`config.mk`:
```
export PLATFORM = sky130hd
export DESIGN_NAME = alu_op_sequencer_flat
export DESIGN_NICKNAME = d
export VERILOG_FILES = /design/src/rtl/alu_op_sequencer_if.sv /design/src/rtl/alu_op_sequencer.sv /design/src/flat_wrapper.sv
export SDC_FILE = /design/constraint.sdc
export NUM_CORES = 1
export LEC_CHECK = 0
export CAP_MARGIN = 20
export CORE_AREA = 2 2 91 93
export CTS_CLUSTER_DIAMETER = 60
export DETAILED_ROUTE_END_ITERATION = 16
export DIE_AREA = 0 0 93 95
export PLACE_DENSITY = 0.74
export SETUP_SLACK_MARGIN = 0.5
export SLEW_MARGIN = 10
export SYNTH_ARGS = -nofsm -noshare
export SYNTH_HDL_FRONTEND = slang
export SYNTH_SLANG_ARGS = --single-unit
```
`constraint.sdc`:
```
create_clock -name clk -period 1.9 [get_ports clk]
set_input_delay 0.19 -clock clk [delete_from_list [all_inputs] [get_ports clk]]
set_output_delay 0.19 -clock clk [all_outputs]
set_load 0.02 [all_outputs]
```
`src/rtl/alu_op_sequencer_if.sv`:
```
// Command, ALU and response bundle for alu_op_sequencer.
// master = sequencer side, slave = harness/ALU side.
interface alu_op_sequencer_if #(
    parameter int RIDX_W = 2
);
    // Both handshakes: a transfer occurs on a rising edge where valid && ready;
    // the producer holds valid and payload stable until that edge.
    logic              cmd_valid;
    logic              cmd_ready;
    logic [3:0]        cmd_op;
    logic [RIDX_W-1:0] cmd_ra;
    logic [RIDX_W-1:0] cmd_rb;
    logic [RIDX_W-1:0] cmd_rd;
    logic [7:0]        cmd_imm;

    logic [3:0]        alu_opcode;
    logic [7:0]        alu_a;
    logic [7:0]        alu_b;
    logic [7:0]        alu_y;
    logic              alu_zero;
    logic              alu_overflow;

    logic              rsp_valid;
    logic              rsp_ready;
    logic [7:0]        rsp_data;
    logic              rsp_zero;
    logic              rsp_overflow;
    logic              rsp_err;

    modport master (
        input  cmd_valid, cmd_op, cmd_ra, cmd_rb, cmd_rd, cmd_imm,
        input  alu_y, alu_zero, alu_overflow,
        input  rsp_ready,
        output cmd_ready,
        output alu_opcode, alu_a, alu_b,
        output rsp_valid, rsp_data, rsp_zero, rsp_overflow, rsp_err
    );

    modport slave (
        output cmd_valid, cmd_op, cmd_ra, cmd_rb, cmd_rd, cmd_imm,
        output alu_y, alu_zero, alu_overflow,
        output rsp_ready,
        input  cmd_ready,
        input  alu_opcode, alu_a, alu_b,
        input  rsp_valid, rsp_data, rsp_zero, rsp_overflow, rsp_err
    );
endinterface

```
`src/rtl/alu_op_sequencer.sv`:
```
// Command sequencer for the 8-bit combinational ALU with a local register file.
// Optional macro LOCAL_ZERO_EN: derive rsp_zero from alu_y instead of alu_zero.
module alu_op_sequencer #(
    parameter int NREGS  = 4,
    parameter int RIDX_W = 2
) (
    input  logic                  clk,
    input  logic                  rst_n,
    alu_op_sequencer_if.master    bus,
    output logic [1:0]            o_dbg_state
);

    typedef enum logic [1:0] {
        S_IDLE = 2'd0,
        S_EXEC = 2'd1,
        S_RESP = 2'd2
    } state_t;

    localparam logic [3:0] OP_DIV      = 4'h3;
    localparam logic [3:0] OP_LAST_ALU = 4'h9;
    localparam logic [3:0] OP_LOADI    = 4'hF;

    state_t            r_state;
    state_t            w_next;

    logic [7:0]        r_regs [NREGS];
    logic [3:0]        r_op;
    logic [RIDX_W-1:0] r_rd;
    logic [7:0]        r_imm;
    logic [3:0]        r_alu_opcode;
    logic [7:0]        r_alu_a;
    logic [7:0]        r_alu_b;
    logic [7:0]        r_rsp_data;
    logic              r_rsp_zero;
    logic              r_rsp_overflow;
    logic              r_rsp_err;

    logic              w_cmd_ready;
    logic              w_rsp_valid;
    logic              w_accept;
    logic              w_exec;
    logic              w_is_alu;
    logic              w_err;
    logic              w_y_zero;

    always_ff @(posedge clk or negedge rst_n) begin
        if (!rst_n) begin
            r_state <= S_IDLE;
        end else begin
            r_state <= w_next;
        end
    end

    always_comb begin
        w_next      = r_state;
        w_cmd_ready = 1'b0;
        w_rsp_valid = 1'b0;
        w_accept    = 1'b0;
        w_exec      = 1'b0;
        case (r_state)
            S_IDLE: begin
                w_cmd_ready = 1'b1;
                if (bus.cmd_valid) begin
                    w_accept = 1'b1;
                    w_next   = S_EXEC;
                end
            end
            S_EXEC: begin
                w_exec = 1'b1;
                w_next = S_RESP;
            end
            S_RESP: begin
                w_rsp_valid = 1'b1;
                if (bus.rsp_ready) begin
                    w_next = S_IDLE;
                end
            end
            default: begin
                w_next = S_IDLE;
            end
        endcase
    end

    assign w_is_alu = (r_op <= OP_LAST_ALU);
    // Divide-by-zero is judged on the latched operand, which is what the ALU sees.
    assign w_err    = ((r_op == OP_DIV) && (r_alu_b == 8'h00)) ||
                      (!w_is_alu && (r_op != OP_LOADI));

`ifdef LOCAL_ZERO_EN
    assign w_y_zero = (bus.alu_y == 8'h00);
`else
    assign w_y_zero = bus.alu_zero;
`endif

    always_ff @(posedge clk or negedge rst_n) begin
        if (!rst_n) begin
            for (int i = 0; i < NREGS; i++) begin
                r_regs[i] <= 8'h00;
            end
            r_op           <= 4'h0;
            r_rd           <= '0;
            r_imm          <= 8'h00;
            r_alu_opcode   <= 4'h0;
            r_alu_a        <= 8'h00;
            r_alu_b        <= 8'h00;
            r_rsp_data     <= 8'h00;
            r_rsp_zero     <= 1'b0;
            r_rsp_overflow <= 1'b0;
            r_rsp_err      <= 1'b0;
        end else begin
            if (w_accept) begin
                r_op         <= bus.cmd_op;
                r_rd         <= bus.cmd_rd;
                r_imm        <= bus.cmd_imm;
                r_alu_opcode <= (bus.cmd_op == OP_LOADI) ? 4'h0 : bus.cmd_op;
                r_alu_a      <= r_regs[bus.cmd_ra];
                r_alu_b      <= r_regs[bus.cmd_rb];
            end
            if (w_exec) begin
                if (w_err) begin
                    r_rsp_data     <= 8'h00;
                    r_rsp_zero     <= 1'b0;
                    r_rsp_overflow <= 1'b0;
                    r_rsp_err      <= 1'b1;
                end else if (r_op == OP_LOADI) begin
                    r_regs[r_rd]   <= r_imm;
                    r_rsp_data     <= r_imm;
                    r_rsp_zero     <= (r_imm == 8'h00);
                    r_rsp_overflow <= 1'b0;
                    r_rsp_err      <= 1'b0;
                end else begin
                    r_regs[r_rd]   <= bus.alu_y;
                    r_rsp_data     <= bus.alu_y;
                    r_rsp_zero     <= w_y_zero;
                    r_rsp_overflow <= bus.alu_overflow;
                    r_rsp_err      <= 1'b0;
                end
            end
        end
    end

    assign bus.cmd_ready    = w_cmd_ready;
    assign bus.rsp_valid    = w_rsp_valid;
    assign bus.alu_opcode   = r_alu_opcode;
    assign bus.alu_a        = r_alu_a;
    assign bus.alu_b        = r_alu_b;
    assign bus.rsp_data     = r_rsp_data;
    assign bus.rsp_zero     = r_rsp_zero;
    assign bus.rsp_overflow = r_rsp_overflow;
    assign bus.rsp_err      = r_rsp_err;
    assign o_dbg_state      = r_state;

endmodule

```
`src/flat_wrapper.sv`:
```
// flat-port wrapper written by rule: the top's interface ports become plain ports
module alu_op_sequencer_flat 
#(
    parameter int NREGS  = 4,
    parameter int RIDX_W = 2
)
  (clk, rst_n, o_dbg_state, bus_cmd_valid, bus_cmd_op, bus_cmd_ra, bus_cmd_rb, bus_cmd_rd, bus_cmd_imm, bus_alu_y, bus_alu_zero, bus_alu_overflow, bus_rsp_ready, bus_cmd_ready, bus_alu_opcode, bus_alu_a, bus_alu_b, bus_rsp_valid, bus_rsp_data, bus_rsp_zero, bus_rsp_overflow, bus_rsp_err);
  alu_op_sequencer_if #(.RIDX_W(RIDX_W)) bus_i ();
  input  logic clk;
  input  logic rst_n;
  output logic [1:0] o_dbg_state;
  input wire logic [$bits(bus_i.cmd_valid)-1:0] bus_cmd_valid;
  input wire logic [$bits(bus_i.cmd_op)-1:0] bus_cmd_op;
  input wire logic [$bits(bus_i.cmd_ra)-1:0] bus_cmd_ra;
  input wire logic [$bits(bus_i.cmd_rb)-1:0] bus_cmd_rb;
  input wire logic [$bits(bus_i.cmd_rd)-1:0] bus_cmd_rd;
  input wire logic [$bits(bus_i.cmd_imm)-1:0] bus_cmd_imm;
  input wire logic [$bits(bus_i.alu_y)-1:0] bus_alu_y;
  input wire logic [$bits(bus_i.alu_zero)-1:0] bus_alu_zero;
  input wire logic [$bits(bus_i.alu_overflow)-1:0] bus_alu_overflow;
  input wire logic [$bits(bus_i.rsp_ready)-1:0] bus_rsp_ready;
  output wire logic [$bits(bus_i.cmd_ready)-1:0] bus_cmd_ready;
  output wire logic [$bits(bus_i.alu_opcode)-1:0] bus_alu_opcode;
  output wire logic [$bits(bus_i.alu_a)-1:0] bus_alu_a;
  output wire logic [$bits(bus_i.alu_b)-1:0] bus_alu_b;
  output wire logic [$bits(bus_i.rsp_valid)-1:0] bus_rsp_valid;
  output wire logic [$bits(bus_i.rsp_data)-1:0] bus_rsp_data;
  output wire logic [$bits(bus_i.rsp_zero)-1:0] bus_rsp_zero;
  output wire logic [$bits(bus_i.rsp_overflow)-1:0] bus_rsp_overflow;
  output wire logic [$bits(bus_i.rsp_err)-1:0] bus_rsp_err;
  assign bus_i.cmd_valid = bus_cmd_valid;
  assign bus_i.cmd_op = bus_cmd_op;
  assign bus_i.cmd_ra = bus_cmd_ra;
  assign bus_i.cmd_rb = bus_cmd_rb;
  assign bus_i.cmd_rd = bus_cmd_rd;
  assign bus_i.cmd_imm = bus_cmd_imm;
  assign bus_i.alu_y = bus_alu_y;
  assign bus_i.alu_zero = bus_alu_zero;
  assign bus_i.alu_overflow = bus_alu_overflow;
  assign bus_i.rsp_ready = bus_rsp_ready;
  assign bus_cmd_ready = bus_i.cmd_ready;
  assign bus_alu_opcode = bus_i.alu_opcode;
  assign bus_alu_a = bus_i.alu_a;
  assign bus_alu_b = bus_i.alu_b;
  assign bus_rsp_valid = bus_i.rsp_valid;
  assign bus_rsp_data = bus_i.rsp_data;
  assign bus_rsp_zero = bus_i.rsp_zero;
  assign bus_rsp_overflow = bus_i.rsp_overflow;
  assign bus_rsp_err = bus_i.rsp_err;
  alu_op_sequencer #(.NREGS(NREGS), .RIDX_W(RIDX_W)) u_core (.clk(clk), .rst_n(rst_n), .bus(bus_i), .o_dbg_state(o_dbg_state));
endmodule
```
* After elaboration in Yosys (flattened, before gate mapping)
Cells that the tools add are included.
Cells by class: order comparisons 5, equality and inequality tests 8, bitwise logic cells 4, reduce and logical (&&, ||, !) cells 10, multiplexer cells 27
Operator list (number):
- bitwise mux 32 bit | 2
- two-way mux 8 bit | 7
- binary-select mux 8 bit (select 2 bit) | 2
- two-way mux 32 bit | 1
- demux 8 bit (select 2 bit) | 1
- logical NOT 8 bit | 2
- two-way mux 1 bit | 10
- >= comparator 3 bit, second input constant | 3
- inverter 2 -> 3 bit | 3
- equality test 4 bit, second input constant | 2
- case mux 2 bit (3 select lines) | 1
- equality test 4 x 2 -> 1 bit, second input constant | 1
- <= comparator 4 bit, second input constant | 1
- two-way mux 2 bit | 2
- two-way mux 4 bit | 1
- != test 2 bit, second input constant | 2
- != test 4 bit, second input constant | 1
- AND reduction 2 bit | 2
- logical AND 1 bit | 3
- less-than comparator 3 x 1 -> 1 bit, second input constant | 1
- equality test 2 x 1 -> 1 bit, second input constant | 1
- equality test 2 bit, second input constant | 1
- logical NOT 2 bit | 1
- logical NOT 1 bit | 1
- other kinds (2) | 2
Storage, ports and cells: logic and storage cells 69, output and inout bits 35, bits in registers 79

* Depth between registers and ports, before layout
Gate-level depths: netlist (run 1).
depth after elaboration 7, mapped depth 6, mapped depth without buffers 5

* Worst setup path after synthesis (run 1)
Ideal clock, no wire load.
path kind register to register, start register u_core.r_state[1], in the netlist u_core.o_dbg_state[1], end register u_core.r_regs[24] in the netlist's numbering, required time 1.775 ns, arrival 1.787 ns, buffers on the path 1, path slack -0.011 ns, cell stages (with the launch flop) 6, cells stage by stage dfrtp_1 nand2b_1 buf_2 or3_1 nor3_4 mux2_2
Between the ends: longest elaborated chain between the ends 3
RTL lines:
- from (decl) | RTL line alu_op_sequencer.sv:23 | state_t r_state;
- from (signal assigned) | RTL line alu_op_sequencer.sv:50 | r_state <= w_next;
- equality test 2 x 1 -> 1 bit | RTL line alu_op_sequencer.sv:60 | case (r_state)
- two-way mux 1 bit | RTL line alu_op_sequencer.sv:60
- AND reduction 2 bit (no line)
- to (signal, indexed assignment) | RTL line alu_op_sequencer.sv:126 | r_regs[r_rd] <= r_imm;
- to (signal, indexed assignment) | RTL line alu_op_sequencer.sv:132 | r_regs[r_rd] <= bus.alu_y;
- to (decl) | RTL line alu_op_sequencer.sv:26 | logic [7:0] r_regs [NREGS];
Every way passes these cells. A chain may end at the register's enable or synchronous reset.

* Worst setup path after layout (run 1)
start register u_core.r_state[1], in the netlist u_core.o_dbg_state[1], end register u_core.r_regs[27] in the netlist's numbering
Same word-level chain as after synthesis.

==> impl_metrics.ini, run 1 <==
[power]
power.density_nw_per_um2 = 1581
leakagePower_nw = 2.328
clkPwrFrac = 0.171
switching_share = 0.3582
ir_drop_mv = 0.6189
p_seq_frac = 0.396
p_int_mw = 4.993
p_total_mw = 7.780
pwr-share-comb = 0.433
p_switching_mw = 2.786

[grt]
grt_use_total = 0.2087
grt_pass1_wl_um = 13830
first_global_vias = 2695
grt_max_degree = 56
grt_overflow = 0
grt_antenna_before_repair = 0

[setup_path]
worst_ep_arrival_time_ns = 1.96
end_kind = flop
r2r_end = u_core.r_regs[27]
crit_required_ns = 2.14
r2r_setup_slack_ns = 0.19
crit_fanout = 8
worst_r2r_path_depth = 5
reg2reg_from = u_core.o_dbg_state[1]
startpoint_type = flop
path_class = reg2reg

[status]
outcome = complete, no violations

[min_path]
hp-class = in2async

[route]
viasPerCell = 5.361
drt_iter0_markers = 157
antenna_left = 0
dr_total_vias = 2643
drc = 0
wl_per_cell_um = 17.32
dr.pass1.iters = 4
wl_um = 8537

[die]
design.die.area_um2 = 8835
pin_count = 67
rows = 33
coreArea_um2 = 7928
die_x_um = 93
initial_core_util = 0.4503
die_y_um = 95

[synth]
synth_cells = 296
ys.flop_type = dfrtp_1
async_flop_share = 1.000
netlist_area_um2 = 3570
synth.distinct_cells = 26
synth_edf_count = 0
ys_warn_count = 0
synth-seq-cells = 79
syn-num-nets = 328
ys_seq_area_frac = 0.5538
avgSynthCellArea_um2 = 12.06

[timing]
fin_skew_ns = 0.009799
rsz0062_at_grt = yes
setup_violations = 0
min_period_over_period = 0.9024
period_needed_ns = 1.715
tightestPinTransition_ns = 0.4716
timing.fmax_mhz = 583.2
tns_ns = 0
finalHoldViolations = 0
drv_slew = 0
fin_ws_ns = 0.1854
relSlewSlack = 0.6846

[layout]
fin_util = 0.6207
diodes = 0
layout-drive-gt1-share = 0.2964
synthToLayoutAreaGrowth_pct = 37.85
fin_area_um2 = 4921
final_nets = 415

[placed_design]
pre_cts_slack_ns = -0.1692
dpl_cell_area_um2 = 4581
routabilityCongestion = 0.8091
numPortBuffers = 66
dp_hpwl_um = 5694

[clock_tree]
cts-root-buf = clkbuf_8
clkLatencyLatePin_ns = 0.36
cts_sinks = 79
cts_made_buffers = 9
cts_tree = yes
htree_levels = 3
clk_pin_slew_worst_paths_ns = 0.08
clockBufferDepth = 2

[run]
maxCapViolCount = 0
kinds of logic (layout without fill, tap and decap cells):
group | count (synthesis) | count (layout) | share of synthesized area
buffers and inverters | 18 | 110 | 0.01963
multiplexers | 56 | 56 | 0.2271
AND/OR/NAND/NOR | 128 | 128 | 0.1654
AO/OA/AOI/OAI | 15 | 15 | 0.03400
flip-flops | 79 | 79 | 0.5538
power by group through the flow:
stage	logic, mW	registers, mW	clock network [mW]
3_5_place_dp	3.38	3.08	0
4_1_cts	3.31	3.06	1.35
5_1_grt	3.64	3.17	1.43
3_3_place_gp	3.32	3.04	0
2_1_floorplan	1.77	3.34	0
6_report	3.37	3.08	1.33
how the worst max path moves through the flow:
stage / start / end / slack [ns] / cells past startpoint
4_1_cts: u_core.r_op[1] / u_core.r_regs[7] / 0.16 / 5
6_report: u_core.o_dbg_state[1] / u_core.r_regs[27] / 0.19 / 5
2_1_floorplan: u_core.o_dbg_state[1] / u_core.r_regs[24] / 0.06 / 5
3_3_place_gp: u_core.r_op[1] / u_core.r_regs[15] / -0.1 / 4
3_5_place_dp: u_core.r_op[1] / u_core.r_regs[7] / -0.17 / 4
5_1_grt: u_core.o_dbg_state[1] / u_core.r_regs[27] / 0.14 / 5
critical path, stage by stage (launching register included):
cell      delay [ns]
dfrtp_2         0.41
nand2b_4        0.14
or3_4           0.34
nor3_4          0.20
buf_12          0.16
mux2_2          0.33
stage by stage:
step	instances	hold slack [ns]
CTS	491	0.2769
floorplan	296	-0.1056
global route	493	0.2977
global placement	467	0.1186
finish	493	0.2667
detailed placement	467	0.1176
flip-flops by register name, indices dropped and copies added (netlist names), 2 cells and up:
name	cells
u_core.bus.alu_opcode	4
u_core.o_dbg_state	2
u_core.bus.alu_b	8
u_core.r_rd	2
u_core.r_op	4
u_core.r_regs	32
u_core.bus.alu_a	8
u_core.bus.rsp_data	8
u_core.r_imm	8
cell usage after synthesis, drive strengths merged, types with 2 or more instances:
library cell	n	area share
nand2	102	0.11
dfrtp	79	0.55
mux2	40	0.13
mux4	16	0.10
clkbuf	11	0.012
a22o	9	0.022
nand3	8	0.011
nor4	7	0.025
buf	4	0.0049
nand2b	4	0.0070
o21ai	3	0.0042
inv	2	0.0021
nor3	2	0.0060
cells in the final DEF (no fill, tap or decap), types with 4 or more instances in the layout:
cell and instances:
dfrtp_2 6, mux2_2 10, mux4_2 16, buf_12 7
dlygate4sd2_1 31, nor4_4 4, nand2_1 102, clkbuf_8 9
a22o_1 9, buf_4 16, nand3_1 8, dfrtp_1 73
clkdlybuf4s50_1 30, mux2_4 30
cell type report:
| class | instances | area (um^2) |
|---|---|---|
| clock buffer | 12 | 135.1 |
| sequential | 79 | 1984 |
| inverter | 3 | 11.26 |
| multi-input combinational | 199 | 1693 |
| fill | 624 | 3007 |
| timing repair buffer | 91 | 895.9 |
| clock inverter | 4 | 70.07 |
| tap | 105 | 131.4 |
metal layers:
layer  part of all wire  track usage  up-vias
met3              0.039      0.03751       10
met1               0.44       0.2810     1356
li1                   -            -     1207
met2               0.51       0.3382       70
met4              0.013      0.08456        0
met5                  0            0        -
what timing repair did:
item                                    in CTS  in global routing
resized for setup                           54                 11
endpoints found under the setup margin      78                 80
hold buffers                                 1                  0
endpoints found under the hold margin       24                  0
setup buffers                                7                  2
pin swaps                                    6                  4
Power figures use the tool's default switching activity.
==> run 2: changes to the inputs <==
--- a/config.mk
+++ b/config.mk
@@ -5,12 +5,13 @@
 export SDC_FILE = /design/constraint.sdc
 export NUM_CORES = 1
 export LEC_CHECK = 0
+export ABC_AREA = 1
 export CAP_MARGIN = 20
-export CORE_AREA = 2 2 91 93
+export CORE_AREA = 2 2 110 80
 export CTS_CLUSTER_DIAMETER = 60
 export DETAILED_ROUTE_END_ITERATION = 16
-export DIE_AREA = 0 0 93 95
-export PLACE_DENSITY = 0.74
+export DIE_AREA = 0 0 112 82
+export PLACE_DENSITY = 0.75
 export SETUP_SLACK_MARGIN = 0.5
 export SLEW_MARGIN = 10
 export SYNTH_ARGS = -nofsm -noshare
==> impl_metrics.ini, run 2 <==
[status]
outcome = complete, no violations

[synth]
synth_top_area_frac = 0.5208
syn-num-nets = 501
ys_seq_area_frac = 0.5208
synth.distinct_cells = 22
yosys.area_share.simple = 0.2999
ys_warn_count = 0
async_flop_share = 1.000
synth_cells = 469
avgSynthCellArea_um2 = 8.094
synth_top_area_cell = dfrtp_1
ys.flop_type = dfrtp_1
synth_edf_count = 0
synth_most_common_cell = nand2_1
synth_xor_area_frac = 0
netlist_area_um2 = 3796
synthAdderAreaFrac = 0
synth_compound_area_frac = 0.1147
synth_common_cells = nand2_1, dfrtp_1, nand4_1
synth-seq-cells = 79
synth_top_family_by_area = simple AND/OR/NAND/NOR gates
synthMuxAreaShare = 0
ys_top_cells_by_area = dfrtp_1, nand2_1, nand4_1

[setup_path]
path_delay_family = simple AND/OR/NAND/NOR gates
path_class = reg2reg
worst_ep_arrival_time_ns = 1.80
end_kind = flop
cp_common_cell = nand2_1
crit_required_ns = 2.13
cp.buffers_inverters = 2
cpMaxStageDelayCell = dfrtp_1
crit_fanout = 5
crit_path_cell_trace = buf_6 -> nor2_1 -> nand2_1 -> nor2_4 -> nand2_4 -> clkbuf_16 -> nand4_1 -> nand2_1
startpoint_type = flop
max_stage_delay_ns = 0.42

[clock_tree]
clockBufferDepth = 2
cts_sinks = 79
cts_made_buffers = 9
clk_pin_slew_worst_paths_ns = 0.06
htree_levels = 3
clkLatencyLatePin_ns = 0.35
cts-root-buf = clkbuf_16
cts_tree = yes

[timing]
drv_slew = 0
setup_violations = 0
tightestPinTransition_ns = 0.6581
tns_ns = 0
fin_skew_ns = 0.01037
timing.fmax_mhz = 637.1
relSlewSlack = 0.5599
period_needed_ns = 1.570
finalHoldViolations = 0
rsz0062_at_grt = yes
min_period_over_period = 0.8261

[route]
viasPerCell = 5.825
dr_total_vias = 3862
drt_iter0_markers = 379
wl_um = 12350
dr.pass1.iters = 5
drc = 0
antenna_left = 0
wl_per_cell_um = 18.63

[power]
p_total_mw = 8.823
leakagePower_nw = 2.610
power.density_nw_per_um2 = 1627
ir_drop_mv = 1.058

[grt]
grt_use_total = 0.2645
grt_antenna_before_repair = 0
grt_pass1_wl_um = 18620
grt_max_degree = 38
first_global_vias = 3634
grt_overflow = 0

[layout]
diodes = 0
fillers = 629
final_cell_mix = nand2_1, dfrtp_1, nand4_1, dlygate4sd2_1, clkdlybuf4s50_1
largest_reg_flops = 32
layout-drive-gt1-share = 0.1810
synthToLayoutAreaGrowth_pct = 42.88
final_nets = 585
max_flop_register = u_core.r_regs
mostFrequentLayoutCell = nand2_1

[run]
maxCapViolCount = 0

[min_path]
hp-class = in2async

[placed_design]
routabilityCongestion = 0.8928
dp_hpwl_um = 7221
numPortBuffers = 66

[die]
pin_count = 67
rows = 28
design.die.area_um2 = 9184
coreArea_um2 = 8198
initial_core_util = 0.4631
die_x_um = 112
die_y_um = 82
run 2: where the power goes:
| group | total (mW) | internal, mW | switching (mW) |
|---|---|---|---|
| clock | 1.88 | 1.20 | 0.687 |
| combinational | 3.73 | 1.49 | 2.24 |
| sequential | 3.21 | 2.51 | 0.705 |
run 2: stage by stage:
step | instances | hold slack, ns | instance area (um^2) | utilization | worst slack (ns)
2_1_floorplan | 469 | -0.1056 | 3804 | - | 0.5298
3_3_place_gp | 627 | 0.1833 | 4572 | 0.5577 | 0.3259
3_5_place_dp | 627 | 0.1880 | 4572 | 0.5577 | 0.2568
4_1_cts | 657 | 0.3710 | 5190 | 0.6331 | 0.3600
5_1_grt | 663 | 0.4155 | 5424 | 0.6616 | 0.2519
6_report | 663 | 0.3568 | 5424 | 0.6616 | 0.3304
run 2: final timing paths:
kind | startpoint | end | slack (ns) | cells past startpoint
max | u_core.r_op[2] | u_core.r_regs[8] | 0.33 | 8
min | rst_n | u_core.r_imm[4] | 0.36 | 2
max reg2reg | u_core.r_op[2] | u_core.r_regs[8] | 0.33 | 8
min reg2reg | u_core.bus.rsp_data[3] | u_core.bus.rsp_data[3] | 0.48 | 2
max in group asynchronous | rst_n | u_core.bus.rsp_data[1] | 0.94 | 3
min in group clk | bus_cmd_imm[6] | u_core.r_imm[6] | 0.39 | 3
run 2: cells by family after synthesis:
logic type	after synthesis
compound gates	75
buf+inv	52
flops	79
simple gates	263
run 2: per-layer routing:
layer / vias to the layer above / global-route usage / part of all wire
met5: - / 0 / 0
met4: 0 / 0.07073 / 0.034
met3: 48 / 0.07749 / 0.10
met2: 227 / 0.4188 / 0.45
met1: 1845 / 0.3620 / 0.41
li1: 1742 / - / -
run 2: final cells by class:
class                           count  area [um^2]  share of cell area
Clock buffer                       14        294.0             0.05421
Clock inverter                      2        35.03            0.006459
Inverter                           25        93.84             0.01730
Multi-Input combinational cell    339         1773              0.3269
Sequential cell                    79         1978              0.3647
Tap cell                          105        131.4             0.02422
Timing Repair Buffer               99         1119              0.2062
run 2: timing repair:
action                                  in CTS  in global routing
hold buffers                                 1                  0
setup buffers                                9                  0
endpoints found under the setup margin      83                 63
pin swaps                                   26                 23
endpoints found under the hold margin       35                  0
cloned                                       4                  6
gates resized for setup                     72                 35
